===== src/rtl/reset_sequencer.sv =====
// Reset sequencer: synchronised reset_n release, stretch, then staggered release of NUM_OUT resets.
// Define RESET_SEQ_COUNT_EN to build the saturating completed-sequence counter on rst_count.
module reset_sequencer #(
  parameter int unsigned SYNC_STAGES    = 2,
  parameter int unsigned STRETCH_CYCLES = 16,
  parameter int unsigned NUM_OUT        = 3,
  parameter int unsigned STAGE_GAP      = 4
) (
  input  logic               clk,
  input  logic               reset_n,
  input  logic               sw_rst_req,
  output logic [NUM_OUT-1:0] reset,
  output logic               rst_done,
  output logic [7:0]         rst_count
);

  typedef enum logic [1:0] {
    StSync,
    StStretch,
    StRelease,
    StRun
  } state_e;

  localparam logic [7:0] StretchLoad = 8'(STRETCH_CYCLES);
  // Leaving SYNC already spends one cycle of the stretch window.
  localparam logic [7:0] StretchFirst = 8'(STRETCH_CYCLES - 1);
  localparam logic [7:0] GapLoad      = 8'(STAGE_GAP);
  localparam bit         StretchOne   = (STRETCH_CYCLES == 1);

  logic [SYNC_STAGES-1:0] sync_q;
  logic                   sync_done;
  state_e                 state_q;
  logic [NUM_OUT-1:0]     reset_q;
  logic [NUM_OUT-1:0]     reset_shift;
  logic                   rst_done_q;
  logic [7:0]             stretch_q;
  logic [7:0]             gap_q;
  logic                   last_release;
  logic                   stretch_expire;

  always_ff @(posedge clk or negedge reset_n) begin
    if (!reset_n) begin
      sync_q <= '0;
    end else begin
      sync_q <= {sync_q[SYNC_STAGES-2:0], 1'b1};
    end
  end

  assign sync_done = sync_q[SYNC_STAGES-1];

  // Outputs release LSB first, so each release is a zero-filling left shift.
  assign reset_shift  = reset_q << 1;
  assign last_release = (reset_shift == '0);

  assign stretch_expire = ((state_q == StSync) && sync_done && StretchOne) ||
                          ((state_q == StStretch) && (stretch_q == 8'd1));

  always_ff @(posedge clk or negedge reset_n) begin
    if (!reset_n) begin
      state_q    <= StSync;
      reset_q    <= '1;
      rst_done_q <= 1'b0;
      stretch_q  <= '0;
      gap_q      <= '0;
    end else if (sw_rst_req && (state_q != StSync)) begin
      state_q    <= StStretch;
      reset_q    <= '1;
      rst_done_q <= 1'b0;
      stretch_q  <= StretchLoad;
      gap_q      <= '0;
    end else begin
      unique case (state_q)
        StSync, StStretch: begin
          if (stretch_expire) begin
            reset_q   <= reset_shift;
            stretch_q <= '0;
            if (last_release) begin
              state_q    <= StRun;
              rst_done_q <= 1'b1;
            end else begin
              state_q <= StRelease;
              gap_q   <= GapLoad;
            end
          end else if (state_q == StSync) begin
            if (sync_done) begin
              state_q   <= StStretch;
              stretch_q <= StretchFirst;
            end
          end else begin
            stretch_q <= stretch_q - 8'd1;
          end
        end
        StRelease: begin
          if (gap_q == 8'd1) begin
            reset_q <= reset_shift;
            if (last_release) begin
              state_q    <= StRun;
              rst_done_q <= 1'b1;
              gap_q      <= '0;
            end else begin
              gap_q <= GapLoad;
            end
          end else begin
            gap_q <= gap_q - 8'd1;
          end
        end
        StRun: begin
          state_q <= StRun;
        end
        default: begin
          state_q <= StSync;
        end
      endcase
    end
  end

  assign reset    = reset_q;
  assign rst_done = rst_done_q;

`ifdef RESET_SEQ_COUNT_EN
  logic       done_prev_q;
  logic [7:0] count_q;

  always_ff @(posedge clk or negedge reset_n) begin
    if (!reset_n) begin
      done_prev_q <= 1'b0;
      count_q     <= '0;
    end else begin
      done_prev_q <= rst_done_q;
      if (rst_done_q && !done_prev_q && (count_q != 8'hff)) begin
        count_q <= count_q + 8'd1;
      end
    end
  end

  assign rst_count = count_q;
`else
  assign rst_count = 8'h00;
`endif

endmodule

===== config.mk =====
export PLATFORM = sky130hd
export DESIGN_NAME = reset_sequencer
export DESIGN_NICKNAME = d
export VERILOG_FILES = /design/src/rtl/reset_sequencer.sv
export SDC_FILE = /design/constraint.sdc
export NUM_CORES = 1
export LEC_CHECK = 0
export BUFFER_PORTS_ARGS = -buffer_cell sky130_fd_sc_hd__buf_2
export CAP_MARGIN = 40
export CORE_UTILIZATION = 60
export CTS_CLUSTER_DIAMETER = 120
export DETAILED_ROUTE_END_ITERATION = 6
export PLACE_DENSITY = 0.9
export SLEW_MARGIN = 5
export SYNTH_ARGS = -nofsm -noshare
export SYNTH_HDL_FRONTEND = slang
export SYNTH_SLANG_ARGS = --single-unit

===== constraint.sdc =====
create_clock -name clk -period 3.9 [get_ports clk]
set_input_delay 0.585 -clock clk [delete_from_list [all_inputs] [get_ports clk]]
set_output_delay 0.585 -clock clk [all_outputs]
set_load 0.01 [all_outputs]

==> impl_metrics.toml, run 1 <==
[run_status]
outcome = "finished clean"

[sta]
slew_viol_final = 0
min_period_over_period = 0.592
period_minus_slack_ps = 2310
finalHoldViolCount = 0
slew_headroom = 0.410
fin_ws_ps = 1590
timing.hold.ws_ps = 208
max_freq_mhz = 433
rsz0062_at_grt = "no"
worst_slew_pin_slew_ps = 882
setup-violations-final = 0
finalSetupTns_ps = 0
clock_skew_ps = 9.38

[logic_synthesis]
synthFlopType = "dfrtp_1"
synth_largest_area_cell = "dfrtp_1"
ys_seq_area_frac = 0.408
synth_most_common_cell = "dfrtp_1"
synth-edff-count = 0
ys_warn_count = 0
synthTopCellsByCount = "dfrtp_1 (21), nand2_1 (12), a21oi_1 (10)"
async_reset_ff_frac = 1.00
post-synth-top-area-fraction = 0.354
synth-seq-cells = 24
syn_area_mm2 = 0.00148
ys_types = 53
postSynthAreaPerCell_um2 = 9.50
synth_cells = 156
yosys-top-cells-area = "dfrtp_1 (35%), dfstp_2 (5.3%), buf_4 (4.1%)"

[floorplanning]
core.rowCount = 17
die_h_um = 51.7
start_util = 0.651
fp.dieArea_mm2 = 0.00267
core_mm2 = 0.00228
dieWidth_um = 51.7
ios = 15

[cells_and_area]
areaGrowthSynthToFinish_pct = 1.18
fillers = 175
ff_latch_area_um2 = 604
drive_above_1_share = 0.140
utilization = 0.659
instances_no_fill = 185
nets = 165
multi_input_area_um2 = 771
num_antenna_cells = 0

[route]
drcViolationCount = 0
routed_wl_mm = 2.88
drt_first_pass_iters = 4
vias = 1157
vias_per_cell = 6.25
drtIter0Drc = 31
detail_route.wl_per_cell_um = 15.6
ant_nets = 0

[global_route]
antenna_found_initial = 0
grt_usage = 0.264
grt_pass1_wl_mm = 5.06
overflow = 0
grt_max_degree = 25
grt_pass1_vias = 1070

[setup_path]
ff2ff_path_depth = 4
rr_startpoint = "stretch_q[3]$_DFFE_PN0P_"
path_depth = 4
cp_data_arrival_time_ps = 2570
critPathMaxFanout = 13
worstSetupPathType = "reg2reg"
cp-end-kind = "flop"
cp-endpoint = "gap_q[5]$_DFFE_PN0P_"
path_cells = "nor4_4 -> a31oi_1 -> or4b_1 -> a21oi_1"
start_kind = "flop"
r2r_slack_ps = 1590
slowest_delay_ps = 600
crit_slowest_cell = "or4b_1"
worstReg2RegEnd = "gap_q[5]$_DFFE_PN0P_"
critPathLaunch = "stretch_q[3]$_DFFE_PN0P_"
path_buf_inv = 0
cp_top_family = "simple AND/OR/NAND/NOR gates"
cp.required_ps = 4160

[clocking]
clk_pin_slew_worst_paths_ps = 130
cts_resized = 0
root_buffer = "clkbuf_4"
cts_tree = "done"
postCtsSetupBuffers = 0
cts_hold_buf = 0
clockBufferDepth = 2
insertion_delay_ps = 330
cts.sinks = 24
numCtsBuffers = 3
htree_levels = 1

[power]
power.density_mw_per_mm2 = 600
netSwitchingPower_uw = 376
pwr-share-clk = 0.128
p_leak_nw = 0.669
combPwrFrac = 0.412
power_switching_share = 0.418
worst_ir_drop_vdd_mv = 0.393
internal_power_uw = 524
seq_power_share = 0.460

[place]
io_buffers = 6
preCtsSetupSlack_ps = 1640
dp_cells = 181
place.gp.congestion = 0.852
dp_hpwl_mm = 2.14

[flow_run]
cap_viol_max_count = 0

[min_path]
worstHoldPathType = "in2async"
==> routing by layer <==
metal,up-vias,wire length (um),track usage
met5,-,0,0
met4,0,53,0.104
met3,5,116,0.0351
met2,34,1450,0.435
met1,565,1270,0.351
li1,553,-,-
==> cells by family after synthesis <==
kind of cell	after synthesis	share of synthesized area
muxes	3	0.0211
buffers and inverters	25	0.0903
other	2	0.00507
DFF	24	0.408
and+or+nand+nor	56	0.227
AOI/OAI and AO/OA	39	0.197
xor gates and xnor gates	3	0.0177
adders and majority gates	4	0.0338
==> worst reg2reg max path, delay by kind of cell (launching register included) <==
family	cells	cell delay (ps)
flip-flops	1	500
AND/OR/NAND/NOR	2	1140
AO/OA/AOI/OAI	2	610
==> placed cells by master, fill, tap and decap left out, drive strengths merged, types with 2 or more instances in the layout <==
cell,count
nor3,2
a21oi,10
o41ai,2
mux2i,2
a31oi,3
or4,3
clkbuf,4
o31ai,2
xor2,2
nor4,3
nand2,12
or3,6
or4b,2
conb,9
nor2b,2
buf,6
ha,4
inv,9
nand2b,2
nand3,4
a21o,3
nand4,3
dfrtp,21
dfstp,3
or3b,2
and2,2
nor2,9
o21ai,7
==> power by group through the flow <==
stage / Combinational [mW] / Clock (mW) / Sequential (mW)
6_report: 0.371 / 0.116 / 0.414
5_1_grt: 0.415 / 0.127 / 0.427
4_1_cts: 0.370 / 0.118 / 0.412
3_5_place_dp: 0.369 / 0 / 0.416
3_3_place_gp: 0.347 / 0 / 0.409
2_1_floorplan: 0.322 / 0 / 0.387
==> sequential cells by signal, summed over array words and instances (netlist names) <==
| register | flops |
|---|---|
| sync_q | 2 |
| rst_done | 1 |
| gap_q | 8 |
| state_q | 2 |
| reset | 3 |
| stretch_q | 8 |
==> worst min-delay path by stage <==
stage / from / endpoint / cells past startpoint
floorplan: reset_n / gap_q[0]$_DFFE_PN0P_ / 0
global placement: sync_q[0]$_DFF_PN0_ / sync_q[1]$_DFF_PN0_ / 0
detailed placement: sync_q[0]$_DFF_PN0_ / sync_q[1]$_DFF_PN0_ / 0
CTS: reset_n / gap_q[5]$_DFFE_PN0P_ / 1
global route: reset_n / gap_q[7]$_DFFE_PN0P_ / 1
finish: reset_n / gap_q[7]$_DFFE_PN0P_ / 1
==> layout make-up <==
| class | count | area share |
|---|---|---|
| Inverter | 9 | 0.0225 |
| Tap cell | 28 | 0.0234 |
| Multi-Input combinational cell | 114 | 0.514 |
| Clock buffer | 4 | 0.0175 |
| Sequential cell | 24 | 0.403 |
| Timing Repair Buffer | 6 | 0.0200 |
==> per-stage QoR <==
stage	instance area, um2	total power, mW
2_1_floorplan	1510	0.708
3_3_place_gp	1470	0.756
3_5_place_dp	1470	0.785
4_1_cts	1500	0.901
5_1_grt	1500	0.969
6_report	1500	0.901
(Power assumes the default switching activity.)
==> inputs of run 2 (changes only) <==
Settings changed: ABC_AREA set to 1, CORE_ASPECT_RATIO set to 0.5, CORE_UTILIZATION 60 to 58, PLACE_DENSITY 0.9 to 0.87.
Clock period 3.9 ns to 2.3 ns, I/O delays scaled along.
==> run 2 against run 1 <==
Compared with the run above:
- fmax is 25% higher
- total power rose by 57%
- largest cell class unchanged
- clock power is 140% higher
- die area up 5.8%
- flip-flop and latch count unchanged
- area after synthesis grew 2.0%
- worst hold slack lost 160 ps
- critical path type unchanged
- register-to-register slack worse by 1100 ps
==> impl_metrics.toml, run 2 <==
[run_status]
outcome = "finished clean"

[route]
drcViolationCount = 0
vias = 1319
detail_route.wl_per_cell_um = 11.2
drtIter0Drc = 66
drt_first_pass_iters = 4
routed_wl_mm = 2.88
vias_per_cell = 5.13
ant_nets = 0

[logic_synthesis]
synth-edff-count = 0
synth_xor_area_frac = 0.0116
synth-simple-area-share = 0.364
synthFlopType = "dfrtp_1"
ys_types = 25
synth_top_family_by_area = "simple AND/OR/NAND/NOR gates"
synth_fa_ha_area_frac = 0.0331
yosys-top-cells-area = "dfrtp_1 (35%), nand2_1 (16%), inv_1 (7.2%)"
ys_seq_area_frac = 0.400
syn_area_mm2 = 0.00151
synth_compound_area_frac = 0.0620
synth_largest_area_cell = "dfrtp_1"
ys_warn_count = 0
synth-seq-cells = 24
synth_most_common_cell = "nand2_1"
post-synth-top-area-fraction = 0.347
synth_cells = 215
synthTopCellsByCount = "nand2_1 (63), inv_1 (29), nor2_1 (24)"
async_reset_ff_frac = 1.00
synth.mux.area_fraction = 0
postSynthAreaPerCell_um2 = 7.04

[setup_path]
path_cells = "inv_2 -> nand2_4 -> nand2_4 -> a21boi_2 -> inv_1 -> nor2_2 -> nand2_1 -> o21ai_0"
ff2ff_path_depth = 8
cp_data_arrival_time_ps = 2020
crit_slowest_cell = "dfrtp_1"
rr_startpoint = "state_q[1]$_DFFE_PN0P_"
cpMostUsedCell = "nand2_4"
worstReg2RegEnd = "stretch_q[3]$_DFFE_PN0P_"
r2r_slack_ps = 460
critPathMaxFanout = 14
cp_top_family = "compound AO/OA/AOI/OAI gates"
start_kind = "flop"
cp.required_ps = 2480
slowest_delay_ps = 480
path_buf_inv = 2
worstSetupPathType = "reg2reg"
cp-end-kind = "flop"

[min_path]
worstHoldPathType = "in2async"

[cells_and_area]
final_common_cell = "nand2_1"
ff_latch_area_um2 = 604
nets = 230
finalInstanceArea_mm2 = 0.00159
num_antenna_cells = 0
multi_input_area_um2 = 746
final_cell_mix = "nand2_1 (63), inv_1 (29), nor2_1 (24), nand3_1 (21), dfrtp_1 (21)"
fillers = 204
instances_no_fill = 257
areaGrowthSynthToFinish_pct = 5.21
drive_above_1_share = 0.108

[place]
place.gp.congestion = 0.928
dp_cells = 253
io_buffers = 6
dp_hpwl_mm = 2.14
placed_cell_area_mm2 = 0.00154

[sta]
rsz0062_at_grt = "no"
max_freq_mhz = 542
period_minus_slack_ps = 1840
clock_skew_ps = 10.6
slew_viol_final = 0
worst_slew_pin_slew_ps = 519
min_period_over_period = 0.802
slew_headroom = 0.652
setup-violations-final = 0
finalHoldViolCount = 0
finalSetupTns_ps = 0

[clocking]
root_buffer = "clkbuf_8"
cts_resized = 0
numCtsBuffers = 3
htree_levels = 1
cts_hold_buf = 0
cts.sinks = 24
insertion_delay_ps = 270
clk_pin_slew_worst_paths_ps = 90
cts_tree = "done"
clockBufferDepth = 2
postCtsSetupBuffers = 0

[power]
pwr-share-clk = 0.198
power.density_mw_per_mm2 = 888
power_switching_share = 0.391
p_leak_nw = 0.889
combPwrFrac = 0.397
seq_power_share = 0.405
worst_ir_drop_vdd_mv = 0.559
internal_power_uw = 861
netSwitchingPower_uw = 553

[global_route]
antenna_found_initial = 0
grt_usage = 0.230
overflow = 0
grt_pass1_wl_mm = 4.75
grt_max_degree = 25
grt_pass1_vias = 1094

[floorplanning]
start_util = 0.646
core.rowCount = 12
core_mm2 = 0.00234
die_h_um = 38.1
dieWidth_um = 74.2
ios = 15
fp.dieArea_mm2 = 0.00283

[flow_run]
cap_viol_max_count = 0
-- run 2: power groups by stage --
stage,Clock [mW],Combinational [mW],Sequential [mW]
after global routing,0.302,0.642,0.584
after global placement,0,0.540,0.576
after floorplan,0,0.433,0.581
final,0.280,0.561,0.573
after CTS,0.284,0.558,0.572
after detailed placement,0,0.548,0.579
-- run 2: final cells by class --
type                       instances  share of cell area
multi-input combinational        158               0.469
inverter                          30              0.0708
timing repair buffer               6              0.0189
sequential                        24               0.380
tap                               35              0.0275
clock buffer                       4              0.0346
-- run 2: worst max-delay path by stage --
stage	start	end	slack, ps	depth (start not counted)
finish	state_q[1]$_DFFE_PN0P_	stretch_q[3]$_DFFE_PN0P_	460	8
floorplan	stretch_q[1]$_DFFE_PN0P_	gap_q[0]$_DFFE_PN0P_	900	9
global route	state_q[1]$_DFFE_PN0P_	stretch_q[3]$_DFFE_PN0P_	270	8
detailed placement	state_q[1]$_DFFE_PN0P_	stretch_q[3]$_DFFE_PN0P_	550	8
global placement	stretch_q[1]$_DFFE_PN0P_	gap_q[1]$_DFFE_PN0P_	670	9
CTS	state_q[1]$_DFFE_PN0P_	stretch_q[3]$_DFFE_PN0P_	490	8
-- run 2: cell families (layout without fill, tap and decap cells) --
kind of cell    Yosys count  count (layout)
buf+inv                  40              40
flops                    24              24
simple gates            126             126
fa+ha+maj                 4               4
xor+xnor                  2               2
compound gates           17              17
other cells               2               9
-- run 2: per-stage QoR --
stage / util / hold WS, ps / setup slack (ps) / total power [mW]
2_1_floorplan: - / 49.4 / 902 / 1.01
6_report: 0.679 / 47.1 / 456 / 1.41
3_5_place_dp: 0.656 / 339 / 553 / 1.13
3_3_place_gp: 0.656 / 332 / 673 / 1.12
5_1_grt: 0.679 / 92.1 / 267 / 1.53
4_1_cts: 0.679 / 64.6 / 491 / 1.41
-- run 2: per-layer routing --
layer	wire [um]	GRT usage	vias to the layer above
li1	-	-	669
met1	1410	0.306	617
met2	1350	0.393	31
met3	109	0.0553	2
met4	11	0.0425	0
met5	0	0	-
